[src/rtl/ctrl_sequencer_pkg.sv]
// Shared constants for the hardwired control unit: opcodes, ALU selects,
// sequencer states and the opcode-to-ALU-select mapping.
package ctrl_pkg;

  localparam logic [4:0] OP_LD   = 5'd0;
  localparam logic [4:0] OP_LDI  = 5'd1;
  localparam logic [4:0] OP_ST   = 5'd2;
  localparam logic [4:0] OP_ADD  = 5'd3;
  localparam logic [4:0] OP_SUB  = 5'd4;
  localparam logic [4:0] OP_AND  = 5'd5;
  localparam logic [4:0] OP_OR   = 5'd6;
  localparam logic [4:0] OP_SHR  = 5'd7;
  localparam logic [4:0] OP_SHL  = 5'd8;
  localparam logic [4:0] OP_ROR  = 5'd9;
  localparam logic [4:0] OP_ROL  = 5'd10;
  localparam logic [4:0] OP_ADDI = 5'd11;
  localparam logic [4:0] OP_ANDI = 5'd12;
  localparam logic [4:0] OP_ORI  = 5'd13;
  localparam logic [4:0] OP_MUL  = 5'd14;
  localparam logic [4:0] OP_DIV  = 5'd15;
  localparam logic [4:0] OP_NEG  = 5'd16;
  localparam logic [4:0] OP_NOT  = 5'd17;
  localparam logic [4:0] OP_MFHI = 5'd24;
  localparam logic [4:0] OP_MFLO = 5'd25;
  localparam logic [4:0] OP_IN   = 5'd26;
  localparam logic [4:0] OP_NOP  = 5'd27;
  localparam logic [4:0] OP_HALT = 5'd28;

  localparam logic [3:0] ALU_ADD = 4'd0;
  localparam logic [3:0] ALU_SUB = 4'd1;
  localparam logic [3:0] ALU_AND = 4'd2;
  localparam logic [3:0] ALU_OR  = 4'd3;
  localparam logic [3:0] ALU_SHR = 4'd4;
  localparam logic [3:0] ALU_SHL = 4'd5;
  localparam logic [3:0] ALU_ROR = 4'd6;
  localparam logic [3:0] ALU_ROL = 4'd7;
  localparam logic [3:0] ALU_MUL = 4'd8;
  localparam logic [3:0] ALU_DIV = 4'd9;
  localparam logic [3:0] ALU_NEG = 4'd10;
  localparam logic [3:0] ALU_NOT = 4'd11;

  typedef enum logic [2:0] {
    ST_IDLE = 3'd0,
    ST_T0   = 3'd1,
    ST_T1   = 3'd2,
    ST_T2   = 3'd3,
    ST_EX   = 3'd4,
    ST_HALT = 3'd5
  } state_t;

  // Immediate forms and address arithmetic reuse the register-form operation
  function automatic logic [3:0] alu_sel(input logic [4:0] op);
    case (op)
      OP_SUB:           alu_sel = ALU_SUB;
      OP_AND, OP_ANDI:  alu_sel = ALU_AND;
      OP_OR, OP_ORI:    alu_sel = ALU_OR;
      OP_SHR:           alu_sel = ALU_SHR;
      OP_SHL:           alu_sel = ALU_SHL;
      OP_ROR:           alu_sel = ALU_ROR;
      OP_ROL:           alu_sel = ALU_ROL;
      OP_MUL:           alu_sel = ALU_MUL;
      OP_DIV:           alu_sel = ALU_DIV;
      OP_NEG:           alu_sel = ALU_NEG;
      OP_NOT:           alu_sel = ALU_NOT;
      default:          alu_sel = ALU_ADD;
    endcase
  endfunction

endpackage

[src/rtl/ctrl_sequencer_if.sv]
// Control bus between the sequencer (master) and the single-bus datapath
// (slave): IR contents, memory handshake and every register strobe.
interface ctrl_sequencer_if #(parameter int NUM_REGS = 16);

  logic [31:0]         ir;
  logic                mem_rdy;
  logic [NUM_REGS-1:0] Rin;
  logic [NUM_REGS-1:0] Rout;
  logic PCout, PCin, IncPC, IRin, MARin, MDRin, MDRout, MDRread;
  logic Yin, Zin, ZLowout, ZHighout, HIin, HIout, LOin, LOout, Cout, InPortout;
  logic [3:0]          ALUselect;
  logic                mem_rd;
  logic                mem_wr;

  modport master (
    input  ir, mem_rdy,
    output Rin, Rout, PCout, PCin, IncPC, IRin, MARin, MDRin, MDRout, MDRread,
           Yin, Zin, ZLowout, ZHighout, HIin, HIout, LOin, LOout, Cout, InPortout,
           ALUselect, mem_rd, mem_wr
  );

  modport slave (
    output ir, mem_rdy,
    input  Rin, Rout, PCout, PCin, IncPC, IRin, MARin, MDRin, MDRout, MDRread,
           Yin, Zin, ZLowout, ZHighout, HIin, HIout, LOin, LOout, Cout, InPortout,
           ALUselect, mem_rd, mem_wr
  );

endinterface

[src/rtl/ctrl_sequencer_reg_decode.sv]
// 4-bit register field to one-hot select; all zero when disabled or when the
// field names a register beyond NUM_REGS.
module ctrl_reg_decode #(
  parameter int NUM_REGS = 16
) (
  input  logic [3:0]          field,
  input  logic                en,
  output logic [NUM_REGS-1:0] onehot
);

  // One-hot expansion of the selected field
  always_comb begin
    onehot = '0;
    for (int i = 0; i < NUM_REGS; i++) begin
      if (en && (32'(field) == i)) begin
        onehot[i] = 1'b1;
      end else begin
        onehot[i] = 1'b0;
      end
    end
  end

endmodule

[src/rtl/ctrl_sequencer.sv]
// Hardwired fetch/execute sequencer for the single-bus datapath. Defining
// CTRL_ILLEGAL_TRAP_EN makes undefined opcodes halt and raise illegal_op.
module ctrl_sequencer
  import ctrl_pkg::*;
#(
  parameter int NUM_REGS    = 16,
  parameter int MEM_TIMEOUT = 0
) (
  input  logic              clk,
  input  logic              clr,
  ctrl_sequencer_if.master  bus,
  output logic              run,
  output logic              mem_err
`ifdef CTRL_ILLEGAL_TRAP_EN
  ,
  output logic              illegal_op
`endif
);

  localparam int WW = (MEM_TIMEOUT > 1) ? $clog2(MEM_TIMEOUT) : 1;
  localparam logic [WW-1:0] WLIM = WW'((MEM_TIMEOUT > 0) ? MEM_TIMEOUT - 1 : 0);

  state_t        state_r, state_nx_s;
  logic [2:0]    step_r, step_nx_s;
  logic [WW-1:0] wait_r, wait_nx_s;
  logic          mem_err_r, err_set_s, ill_set_s;
  logic          wait_step_s, last_s, halt_s;
  logic          rin_en_s, rout_en_s;
  logic [3:0]    rout_fld_s;
  logic [4:0]    op_s;
  logic [3:0]    ra_s, rb_s, rc_s;
  logic          unused_s;

  assign op_s     = bus.ir[31:27];
  assign ra_s     = bus.ir[26:23];
  assign rb_s     = bus.ir[22:19];
  assign rc_s     = bus.ir[18:15];
  assign unused_s = ^bus.ir[14:0];

  ctrl_reg_decode #(.NUM_REGS(NUM_REGS)) u_rin_dec (
    .field (ra_s),
    .en    (rin_en_s),
    .onehot(bus.Rin)
  );

  ctrl_reg_decode #(.NUM_REGS(NUM_REGS)) u_rout_dec (
    .field (rout_fld_s),
    .en    (rout_en_s),
    .onehot(bus.Rout)
  );

  // Moore strobe decode and next state/step/wait computation
  always_comb begin
    bus.PCout = 1'b0;   bus.PCin = 1'b0;     bus.IncPC = 1'b0;   bus.IRin = 1'b0;
    bus.MARin = 1'b0;   bus.MDRin = 1'b0;    bus.MDRout = 1'b0;  bus.MDRread = 1'b0;
    bus.Yin = 1'b0;     bus.Zin = 1'b0;      bus.ZLowout = 1'b0; bus.ZHighout = 1'b0;
    bus.HIin = 1'b0;    bus.HIout = 1'b0;    bus.LOin = 1'b0;    bus.LOout = 1'b0;
    bus.Cout = 1'b0;    bus.InPortout = 1'b0;
    bus.mem_rd = 1'b0;  bus.mem_wr = 1'b0;   bus.ALUselect = ALU_ADD;
    rin_en_s = 1'b0;    rout_en_s = 1'b0;    rout_fld_s = rb_s;
    state_nx_s = state_r; step_nx_s = step_r; wait_nx_s = '0;
    wait_step_s = 1'b0; last_s = 1'b0;       halt_s = 1'b0;
    err_set_s = 1'b0;   ill_set_s = 1'b0;

    case (state_r)
      ST_IDLE: state_nx_s = ST_T0;
      ST_T0: begin
        bus.PCout = 1'b1; bus.MARin = 1'b1; bus.IncPC = 1'b1;
        state_nx_s = ST_T1;
      end
      ST_T1: begin
        bus.mem_rd = 1'b1; bus.MDRread = 1'b1; bus.MDRin = 1'b1;
        wait_step_s = 1'b1;
        state_nx_s = ST_T2;
      end
      ST_T2: begin
        bus.MDRout = 1'b1; bus.IRin = 1'b1;
        state_nx_s = ST_EX;
        step_nx_s = 3'd0;
      end
      ST_EX: begin
        step_nx_s = step_r + 3'd1;
        case (op_s)
          OP_ADD, OP_SUB, OP_AND, OP_OR, OP_SHR, OP_SHL, OP_ROR, OP_ROL,
          OP_ADDI, OP_ANDI, OP_ORI: begin
            case (step_r)
              3'd0: begin rout_en_s = 1'b1; rout_fld_s = rb_s; bus.Yin = 1'b1; end
              3'd1: begin
                if (op_s == OP_ADDI || op_s == OP_ANDI || op_s == OP_ORI) begin
                  bus.Cout = 1'b1;
                end else begin
                  rout_en_s = 1'b1; rout_fld_s = rc_s;
                end
                bus.ALUselect = alu_sel(op_s); bus.Zin = 1'b1;
              end
              3'd2: begin bus.ZLowout = 1'b1; rin_en_s = 1'b1; last_s = 1'b1; end
              default: last_s = 1'b1;
            endcase
          end
          OP_NEG, OP_NOT: begin
            case (step_r)
              3'd0: begin
                rout_en_s = 1'b1; rout_fld_s = rb_s;
                bus.ALUselect = alu_sel(op_s); bus.Zin = 1'b1;
              end
              3'd1: begin bus.ZLowout = 1'b1; rin_en_s = 1'b1; last_s = 1'b1; end
              default: last_s = 1'b1;
            endcase
          end
          OP_MUL, OP_DIV: begin
            case (step_r)
              3'd0: begin rout_en_s = 1'b1; rout_fld_s = ra_s; bus.Yin = 1'b1; end
              3'd1: begin
                rout_en_s = 1'b1; rout_fld_s = rb_s;
                bus.ALUselect = alu_sel(op_s); bus.Zin = 1'b1;
              end
              3'd2: begin bus.ZLowout = 1'b1; bus.LOin = 1'b1; end
              3'd3: begin bus.ZHighout = 1'b1; bus.HIin = 1'b1; last_s = 1'b1; end
              default: last_s = 1'b1;
            endcase
          end
          // ld/ldi/st share the effective-address steps; Y + C forms rb + offset
          OP_LD, OP_LDI, OP_ST: begin
            case (step_r)
              3'd0: begin rout_en_s = 1'b1; rout_fld_s = rb_s; bus.Yin = 1'b1; end
              3'd1: begin bus.Cout = 1'b1; bus.ALUselect = ALU_ADD; bus.Zin = 1'b1; end
              3'd2: begin
                bus.ZLowout = 1'b1;
                if (op_s == OP_LDI) begin
                  rin_en_s = 1'b1; last_s = 1'b1;
                end else begin
                  bus.MARin = 1'b1;
                end
              end
              3'd3: begin
                if (op_s == OP_ST) begin
                  rout_en_s = 1'b1; rout_fld_s = ra_s; bus.MDRin = 1'b1;
                end else begin
                  bus.mem_rd = 1'b1; bus.MDRread = 1'b1; bus.MDRin = 1'b1;
                  wait_step_s = 1'b1;
                end
              end
              3'd4: begin
                if (op_s == OP_ST) begin
                  bus.mem_wr = 1'b1; wait_step_s = 1'b1;
                end else begin
                  bus.MDRout = 1'b1; rin_en_s = 1'b1;
                end
                last_s = 1'b1;
              end
              default: last_s = 1'b1;
            endcase
          end
          OP_MFHI: begin bus.HIout = 1'b1; rin_en_s = 1'b1; last_s = 1'b1; end
          OP_MFLO: begin bus.LOout = 1'b1; rin_en_s = 1'b1; last_s = 1'b1; end
          OP_IN:   begin bus.InPortout = 1'b1; rin_en_s = 1'b1; last_s = 1'b1; end
          OP_NOP:  last_s = 1'b1;
          OP_HALT: halt_s = 1'b1;
          default: begin
`ifdef CTRL_ILLEGAL_TRAP_EN
            halt_s = 1'b1; ill_set_s = 1'b1;
`else
            last_s = 1'b1;
`endif
          end
        endcase
      end
      ST_HALT: state_nx_s = ST_HALT;
      default: state_nx_s = ST_IDLE;
    endcase

    if (last_s) begin
      state_nx_s = ST_T0; step_nx_s = 3'd0;
    end else if (halt_s) begin
      state_nx_s = ST_HALT; step_nx_s = 3'd0;
    end else begin
      step_nx_s = step_nx_s;
    end

    // A memory step holds its strobes until mem_rdy, or gives up at the limit
    if (wait_step_s && !bus.mem_rdy) begin
      state_nx_s = state_r; step_nx_s = step_r;
      if ((MEM_TIMEOUT > 0) && (wait_r == WLIM)) begin
        state_nx_s = ST_HALT; step_nx_s = 3'd0; err_set_s = 1'b1;
      end else begin
        wait_nx_s = wait_r + WW'(1'b1);
      end
    end else begin
      wait_nx_s = '0;
    end
  end

  // Sequencer state, step and wait counter
  always_ff @(posedge clk or posedge clr) begin
    if (clr) begin
      state_r <= ST_IDLE;
      step_r  <= 3'd0;
      wait_r  <= '0;
    end else begin
      state_r <= state_nx_s;
      step_r  <= step_nx_s;
      wait_r  <= wait_nx_s;
    end
  end

  // Sticky memory timeout flag
  always_ff @(posedge clk or posedge clr) begin
    if (clr) begin
      mem_err_r <= 1'b0;
    end else begin
      mem_err_r <= mem_err_r | err_set_s;
    end
  end

  assign mem_err = mem_err_r;
  assign run     = (state_r != ST_HALT);

`ifdef CTRL_ILLEGAL_TRAP_EN
  logic illegal_r;

  // Sticky illegal-opcode flag
  always_ff @(posedge clk or posedge clr) begin
    if (clr) begin
      illegal_r <= 1'b0;
    end else begin
      illegal_r <= illegal_r | ill_set_s;
    end
  end

  assign illegal_op = illegal_r;
`else
  logic unused_ill_s;
  assign unused_ill_s = ill_set_s;
`endif

endmodule

[src/flat_wrapper.sv]
// flat-port wrapper written by rule: the top's interface ports become plain ports
module ctrl_sequencer_flat import ctrl_pkg::*;
#(
  parameter int NUM_REGS    = 16,
  parameter int MEM_TIMEOUT = 0
)
  (clk, clr, run, mem_err, bus_ir, bus_mem_rdy, bus_Rin, bus_Rout, bus_PCout, bus_PCin, bus_IncPC, bus_IRin, bus_MARin, bus_MDRin, bus_MDRout, bus_MDRread, bus_Yin, bus_Zin, bus_ZLowout, bus_ZHighout, bus_HIin, bus_HIout, bus_LOin, bus_LOout, bus_Cout, bus_InPortout, bus_ALUselect, bus_mem_rd, bus_mem_wr);
  ctrl_sequencer_if #(.NUM_REGS(NUM_REGS)) bus_i ();
  input  logic clk;
  input  logic clr;
  output logic run;
  output logic mem_err;
  input wire logic [$bits(bus_i.ir)-1:0] bus_ir;
  input wire logic [$bits(bus_i.mem_rdy)-1:0] bus_mem_rdy;
  output wire logic [$bits(bus_i.Rin)-1:0] bus_Rin;
  output wire logic [$bits(bus_i.Rout)-1:0] bus_Rout;
  output wire logic [$bits(bus_i.PCout)-1:0] bus_PCout;
  output wire logic [$bits(bus_i.PCin)-1:0] bus_PCin;
  output wire logic [$bits(bus_i.IncPC)-1:0] bus_IncPC;
  output wire logic [$bits(bus_i.IRin)-1:0] bus_IRin;
  output wire logic [$bits(bus_i.MARin)-1:0] bus_MARin;
  output wire logic [$bits(bus_i.MDRin)-1:0] bus_MDRin;
  output wire logic [$bits(bus_i.MDRout)-1:0] bus_MDRout;
  output wire logic [$bits(bus_i.MDRread)-1:0] bus_MDRread;
  output wire logic [$bits(bus_i.Yin)-1:0] bus_Yin;
  output wire logic [$bits(bus_i.Zin)-1:0] bus_Zin;
  output wire logic [$bits(bus_i.ZLowout)-1:0] bus_ZLowout;
  output wire logic [$bits(bus_i.ZHighout)-1:0] bus_ZHighout;
  output wire logic [$bits(bus_i.HIin)-1:0] bus_HIin;
  output wire logic [$bits(bus_i.HIout)-1:0] bus_HIout;
  output wire logic [$bits(bus_i.LOin)-1:0] bus_LOin;
  output wire logic [$bits(bus_i.LOout)-1:0] bus_LOout;
  output wire logic [$bits(bus_i.Cout)-1:0] bus_Cout;
  output wire logic [$bits(bus_i.InPortout)-1:0] bus_InPortout;
  output wire logic [$bits(bus_i.ALUselect)-1:0] bus_ALUselect;
  output wire logic [$bits(bus_i.mem_rd)-1:0] bus_mem_rd;
  output wire logic [$bits(bus_i.mem_wr)-1:0] bus_mem_wr;
  assign bus_i.ir = bus_ir;
  assign bus_i.mem_rdy = bus_mem_rdy;
  assign bus_Rin = bus_i.Rin;
  assign bus_Rout = bus_i.Rout;
  assign bus_PCout = bus_i.PCout;
  assign bus_PCin = bus_i.PCin;
  assign bus_IncPC = bus_i.IncPC;
  assign bus_IRin = bus_i.IRin;
  assign bus_MARin = bus_i.MARin;
  assign bus_MDRin = bus_i.MDRin;
  assign bus_MDRout = bus_i.MDRout;
  assign bus_MDRread = bus_i.MDRread;
  assign bus_Yin = bus_i.Yin;
  assign bus_Zin = bus_i.Zin;
  assign bus_ZLowout = bus_i.ZLowout;
  assign bus_ZHighout = bus_i.ZHighout;
  assign bus_HIin = bus_i.HIin;
  assign bus_HIout = bus_i.HIout;
  assign bus_LOin = bus_i.LOin;
  assign bus_LOout = bus_i.LOout;
  assign bus_Cout = bus_i.Cout;
  assign bus_InPortout = bus_i.InPortout;
  assign bus_ALUselect = bus_i.ALUselect;
  assign bus_mem_rd = bus_i.mem_rd;
  assign bus_mem_wr = bus_i.mem_wr;
  ctrl_sequencer #(.NUM_REGS(NUM_REGS), .MEM_TIMEOUT(MEM_TIMEOUT)) u_core (.clk(clk), .clr(clr), .bus(bus_i), .run(run), .mem_err(mem_err));
endmodule
[config.mk]
export PLATFORM = sky130hd
export DESIGN_NAME = ctrl_sequencer_flat
export DESIGN_NICKNAME = d
export VERILOG_FILES = /design/src/rtl/ctrl_sequencer_pkg.sv /design/src/rtl/ctrl_sequencer_if.sv /design/src/rtl/ctrl_sequencer_reg_decode.sv /design/src/rtl/ctrl_sequencer.sv /design/src/flat_wrapper.sv
export SDC_FILE = /design/constraint.sdc
export NUM_CORES = 1
export LEC_CHECK = 0
export ABC_AREA = 1
export BUFFER_PORTS_ARGS = -buffer_cell sky130_fd_sc_hd__buf_2
export CORE_MARGIN = 5
export CORE_UTILIZATION = 43
export DETAILED_ROUTE_END_ITERATION = 12
export GPL_ROUTABILITY_DRIVEN = 0
export GPL_TIMING_DRIVEN = 1
export PLACE_DENSITY = 0.78
export RECOVER_POWER = 25
export SLEW_MARGIN = 20
export SYNTH_ARGS = -nofsm -noshare
export SYNTH_HDL_FRONTEND = slang
export SYNTH_SLANG_ARGS = --single-unit
export TNS_END_PERCENT = 10
[constraint.sdc]
create_clock -name clk -period 2.2 [get_ports clk]
set_clock_uncertainty 0.2 [all_clocks]
set_input_delay 0.22 -clock clk [delete_from_list [all_inputs] [get_ports clk]]
set_output_delay 0.22 -clock clk [all_outputs]
set_load 0.05 [all_outputs]
==> results.py, run 1 <==
metrics = {
    "critical_path": {
        "cp-end-kind": "output port",
        "crit_required_ns": 1.78,
        "startpoint_type": "flop",
        "cp_max_fo": 6,
        "r2r_start": "u_core.step_r[0]",
        "worstSetupPathType": "reg -> out",
        "cp.arrival_ns": 2.40,
        "reg2reg_depth": 15,
        "rrSetupSlack_ns": -0.24,
        "r2r_end": "u_core.step_r[0]",
    },
    "min_path": {
        "hold_depth": 5,
        "min_path_type": "in -> reg",
        "worst_hold_startpoint": "bus_mem_rdy",
        "hold_end": "u_core.state_r[0]",
    },
    "synthesis": {
        "yosys-top-cells-count": "87 x nand2_1, 45 x nor2_1, 42 x inv_1",
        "syn_area_um2": 1910,
        "seq_area_frac_synth_pct": 7.86,
        "synth_most_common_cell": "nand2_1",
        "async_flop_share_pct": 100,
        "yosys.area.top_type": "nand2_1",
        "yosysUniqueCellTypes": 35,
        "ys_warn_count": 0,
        "synth_edf_count": 0,
        "syn-mean-instance-area_um2": 5.52,
        "ys_ff_latch": 6,
        "synth_top_area_share_pct": 17.1,
        "ys_top_cells_by_area": "nand2_1 17%, nor2_1 8.8%, inv_1 8.3%",
        "synth_flop_cell": "dfrtp_1",
        "synthCells": 346,
    },
    "place": {
        "port_buffers": 75,
        "hpwl_um": 5540,
        "dpl_cell_area_um2": 2930,
    },
    "detailed_routing": {
        "drtPass1Iterations": 5,
        "vias": 3396,
        "wirelength_um": 11400,
        "viasPerCell": 6.23,
        "wl_per_cell_um": 20.8,
        "ant_nets": 0,
        "drc": 0,
        "drt_iter0_markers": 435,
    },
    "die": {
        "die_w_um": 76.6,
        "fp.dieH_um": 76.6,
        "io_pins": 93,
        "rows": 24,
        "coreArea_um2": 4320,
        "initial_core_util_pct": 44.2,
        "die-area_um2": 5870,
    },
    "timing": {
        "hold_violations": 0,
        "slew_viol_final": 0,
        "finalSetupViolations": 50,
        "finalWorstSetupSlack_ns": -0.621,
        "fin_crit_ns": 2.82,
        "rsz0062_at_grt": "true",
        "fin_crit_sh_pct": 128,
        "clock.fmax_mhz": 354,
    },
    "global_routing": {
        "grt_max_degree": 11,
        "antenna_found_initial": 0,
        "grt_first_pass_wirelength_um": 12800,
        "grt_pass1_vias": 2831,
        "overflow": 0,
        "grt_use_total_pct": 25.5,
    },
    "clock_network": {
        "numCtsBuffers": 3,
        "clock-sinks": 6,
        "clk_pin_slew_ns": 0.04,
        "cts_tree": "built",
        "clk_latency_ns": 0.22,
        "clock_path_buffers": 2,
        "root_buffer": "clkbuf_8",
        "htree_levels": 1,
    },
    "layout": {
        "nets": 541,
        "area.growth.synth_to_final_pct": 102,
        "antenna_cells": 0,
        "post-route-util_pct": 89.2,
        "final_layout_size_suffix_gt1_share_pct": 61.9,
        "fin_area_um2": 3860,
        "n_fill_cell": 186,
    },
    "run_status": {
        "status": "complete, but fails checks",
        "failed_checks": "setup timing",
    },
    "power_and_ir_drop": {
        "p_per_area_nw_per_um2": 543,
        "power.leakage_uw": 0.00182,
        "ir_worst_vdd_mv": 0.907,
    },
    "flow_run": {
        "max_cap_viol_count": 0,
    },
}
-- final cells by class --
| class | instances | area, um^2 | share of cell area [%] |
|---|---|---|---|
| clock buffer | 3 | 41.3 | 1.07 |
| inverter | 53 | 221 | 5.74 |
| tap | 52 | 65.1 | 1.69 |
| timing repair buffer | 154 | 1300 | 33.7 |
| multi-input combinational | 277 | 2080 | 53.8 |
| sequential | 6 | 153 | 3.96 |
-- cell families (layout without fill, tap and decap cells) --
kind of cell / Yosys count / in the layout / share of synthesized area [%]
adders and majority gates: 11 / 11 / 7.21
and+or+nand+nor: 224 / 225 / 56.0
other: 1 / 2 / 0.196
buffers and inverters: 65 / 210 / 15.1
DFF: 6 / 6 / 7.86
AOI/OAI and AO/OA: 39 / 39 / 13.6
-- routing by layer --
| metal | vias up | wire length, um | track usage (%) |
|---|---|---|---|
| met5 | - | 0 | 0 |
| met4 | 0 | 1100 | 9.09 |
| met3 | 126 | 1230 | 2.60 |
| met2 | 318 | 5440 | 48.6 |
| met1 | 1540 | 3590 | 28.6 |
| li1 | 1412 | - | - |
-- cell usage in the layout (no fill, tap or decap), drive strengths merged, types with 2 or more instances in the layout --
cell type  count
conb           2
nor3          27
dfrtp          6
o21ai         15
a21oi         11
o2111ai        2
nand2        102
o22ai          3
clkbuf         5
nand3         36
ha            11
buf          151
inv           52
o211ai         5
nand4          3
nor2          54
-- repair_timing --
item,in CTS,in global routing
hold buffers,1,0
gates resized for setup,105,111
pin swaps,22,34
gates cloned,1,0
hold endpoints to repair,6,0
setup buffers,5,10
setup endpoints to repair,44,52
-- power breakdown --
group          internal, uW  switching (uW)  leakage [uW]
sequential              145            33.4     0.0000759
clock                   117            46.5     0.0000216
combinational           614            1140       0.00173
total                   876            1220       0.00182
-- registers in the layout, summed over array words and instances, names as in the netlist --
name            count
u_core.state_r      3
u_core.step_r       3
-- critical path, stage by stage (launching register included) --
cell	delay, ns
dfrtp_2	0.44
inv_2	0.10
ha_2	0.20
nand2_4	0.07
inv_4	0.12
buf_4	0.14
nand3_1	0.09
o22ai_1	0.25
nand2_1	0.12
nand2_2	0.15
nand2_1	0.12
nor2_4	0.19
buf_8	0.18
-- per-stage QoR --
step           std cells  hold slack (ns)  power (uW)  TNS [ns]  worst slack (ns)
2_1_floorplan        347           -0.189        1040    -10.76            -0.456
4_1_cts              535            0.191        1680    -10.62            -0.353
3_3_place_gp         525          -0.0642        1390     -9.86            -0.314
5_1_grt              545            0.237        2190    -21.32            -0.740
6_report             545            0.207        2090    -16.98            -0.621
3_5_place_dp         525          -0.0633        1410    -11.96            -0.390
-- worst max path at each step --
stage / from / endpoint / slack (ns)
final: u_core.step_r[1] / bus_Rout[1] / -0.62
after global routing: u_core.step_r[1] / bus_Rout[1] / -0.74
after CTS: u_core.step_r[0] / bus_Rout[9] / -0.35
after detailed placement: bus_ir[27] / bus_Rout[15] / -0.39
after global placement: bus_ir[27] / bus_Rout[10] / -0.31
after floorplan: u_core.state_r[2] / bus_Rout[10] / -0.46
(Power assumes the default switching activity.)
==> inputs of run 2 (changes only) <==
--- a/config.mk
+++ b/config.mk
@@ -12,7 +12,7 @@
 export DETAILED_ROUTE_END_ITERATION = 12
 export GPL_ROUTABILITY_DRIVEN = 0
 export GPL_TIMING_DRIVEN = 1
-export PLACE_DENSITY = 0.78
+export PLACE_DENSITY = 0.76
 export RECOVER_POWER = 25
 export SLEW_MARGIN = 20
 export SYNTH_ARGS = -nofsm -noshare
==> run 2 against run 1 <==
  * The flow still finishes with violations (setup timing)
  * Sequential cell count is the same
  * Total power shrank 4.2%
  * Via count is 4.8% lower
  * Cell count decreased by 0.37%
  * Global-route usage up 1.2 points
  * Combinational power decreased by 5%
  * Sequential share of layout area is 0.067 points higher
  * Worst setup slack better by 0.011 ns
  * Critical path depth did not move
  * Routed wire length shrank 11%
  * Non-clock buffer count decreased by 2
  * Largest power group unchanged
==> results.py, run 2 (synthesis results as in run 1) <==
metrics = {
    "timing": {
        "finalWorstSetupSlack_ns": -0.611,
        "whs_ns": 0.192,
        "finalSetupViolations": 46,
        "rsz0062_at_grt": "true",
        "fin_crit_sh_pct": 128,
        "hold_violations": 0,
        "fin_crit_ns": 2.81,
        "slew_viol_final": 0,
        "clock.fmax_mhz": 356,
    },
    "critical_path": {
        "critical_path.cell_chain": "ha_4 > ha_4 > nand3_4 > nand2_2 > nand3_1 > nand2_1 > inv_2 > nand3_4 > o21ai_4 > nand3_2 > nor2_2 > buf_6",
        "critPathTopFamily": "simple AND/OR/NAND/NOR gates",
        "cp_max_fo": 5,
        "critPathMaxStageDelay_ns": 0.44,
        "startpoint_type": "flop",
        "cp.arrival_ns": 2.39,
        "crit_required_ns": 1.78,
        "crit_buf_inv": 2,
        "cp-end-kind": "output port",
        "worstSetupPathType": "reg -> out",
        "slowest_stage": "dfrtp_2",
    },
    "layout": {
        "area.growth.synth_to_final_pct": 98.7,
        "layout_common_cells": "74 x buf_4, 71 x nand2_1, 41 x buf_6",
        "seqCellArea_um2": 153,
        "layout.cells.non_filler": 543,
        "fin_area_um2": 3790,
        "largestRegisters": "u_core.state_r: 3 flops, u_core.step_r: 3 flops",
        "n_fill_cell": 208,
        "final_layout_size_suffix_gt1_share_pct": 61.3,
        "nets": 539,
        "post-route-util_pct": 87.7,
        "antenna_cells": 0,
        "multi_input_area_um2": 2050,
        "final_common_cell": "buf_4",
    },
    "power_and_ir_drop": {
        "power.leakage_uw": 0.00180,
        "ir_worst_vdd_mv": 0.793,
        "p_per_area_nw_per_um2": 529,
    },
    "place": {
        "port_buffers": 75,
        "dp.cells": 525,
        "dpl_cell_area_um2": 2950,
        "hpwl_um": 5580,
    },
    "global_routing": {
        "antenna_found_initial": 0,
        "grt_max_degree": 17,
        "grt_pass1_vias": 3010,
        "overflow": 0,
        "grt_use_total_pct": 26.6,
        "grt_first_pass_wirelength_um": 13400,
    },
    "detailed_routing": {
        "ant_nets": 0,
        "vias": 3232,
        "wirelength_um": 10100,
        "drt_iter0_markers": 332,
        "drtPass1Iterations": 5,
        "viasPerCell": 5.95,
        "drc": 0,
        "wl_per_cell_um": 18.6,
    },
    "flow_run": {
        "max_cap_viol_count": 0,
    },
    "die": {
        "die_w_um": 76.6,
        "io_pins": 93,
        "initial_core_util_pct": 44.2,
        "rows": 24,
        "fp.dieH_um": 76.6,
        "die-area_um2": 5870,
        "coreArea_um2": 4320,
    },
    "clock_network": {
        "numCtsBuffers": 3,
        "clk_latency_ns": 0.22,
        "clock_path_buffers": 2,
        "htree_levels": 1,
        "cts_tree": "built",
        "clock-sinks": 6,
        "clk_pin_slew_ns": 0.03,
        "root_buffer": "clkbuf_8",
    },
    "run_status": {
        "status": "complete, but fails checks",
        "failed_checks": "setup timing",
    },
    "min_path": {
        "min_path_type": "in -> reg",
    },
}
-- run 2: cell types whose count changed in the layout (fill, tap and decap cells not counted), sizes merged --
cell / delta
buf: -3
clkbuf: +1
clkinv: -1
inv: +1
nand2: -1
nand3: +1
-- run 2: stage by stage --
step / setup TNS (ns) / worst slack, ns / power (uW)
global route: -19.36 / -0.675 / 2120
global placement: -9.93 / -0.306 / 1400
finish: -15.53 / -0.611 / 2010
CTS: -9.85 / -0.359 / 1770
floorplan: -10.76 / -0.456 / 1040
detailed placement: -11.69 / -0.361 / 1430
-- run 2: layout make-up --
type | count | area share, %
multi-input cells | 277 | 54.1
repair buffers | 152 | 33.3
inverters | 53 | 5.71
flip-flops and latches | 6 | 4.02
well taps | 52 | 1.72
clock buffers | 3 | 1.09
-- run 2: tightest hold or removal path: stages --
cell and delay (ns):
buf_2 0.08, inv_1 0.05, nand2_1 0.06, nand2_1 0.06, nand2_1 0.05, nand2_1 0.04
-- run 2: repair_timing --
action,4_1_cts,5_1_grt
pin swaps,27,31
endpoints found under the hold margin,6,0
resized for setup,130,64
endpoints found under the setup margin,46,51
hold buffers,1,0
cloned,2,0
buffers inserted,5,7
-- run 2: power by group --
part	leakage, uW	switching, uW	internal (uW)
clock	0.0000216	43.1	117
combinational	0.00170	1080	583
sequential	0.0000759	34.0	145
-- run 2: per-layer routing --
layer	vias up	track usage, %	wire length, um	share of wire (%)
met5	-	0	0	0
met4	0	9.62	620	6.1
met3	80	3.07	994	9.8
met2	276	49.2	5000	49
met1	1465	31.0	3510	35
li1	1411	-	-	-
-- run 2: path summary, 6_finish.rpt --
kind / from / end / slack [ns] / depth (start not counted)
min in group asynchronous: clr / u_core.state_r[0] / 0.25 / 3
worst max register to register: u_core.step_r[1] / u_core.step_r[2] / -0.05 / 14
max in group asynchronous: clr / u_core.step_r[1] / 1.35 / 3
worst min-delay path: bus_mem_rdy / u_core.state_r[2] / 0.19 / 6
worst min register to register: u_core.state_r[1] / u_core.state_r[1] / 0.37 / 3
worst max-delay path: u_core.step_r[1] / bus_Rout[13] / -0.61 / 12
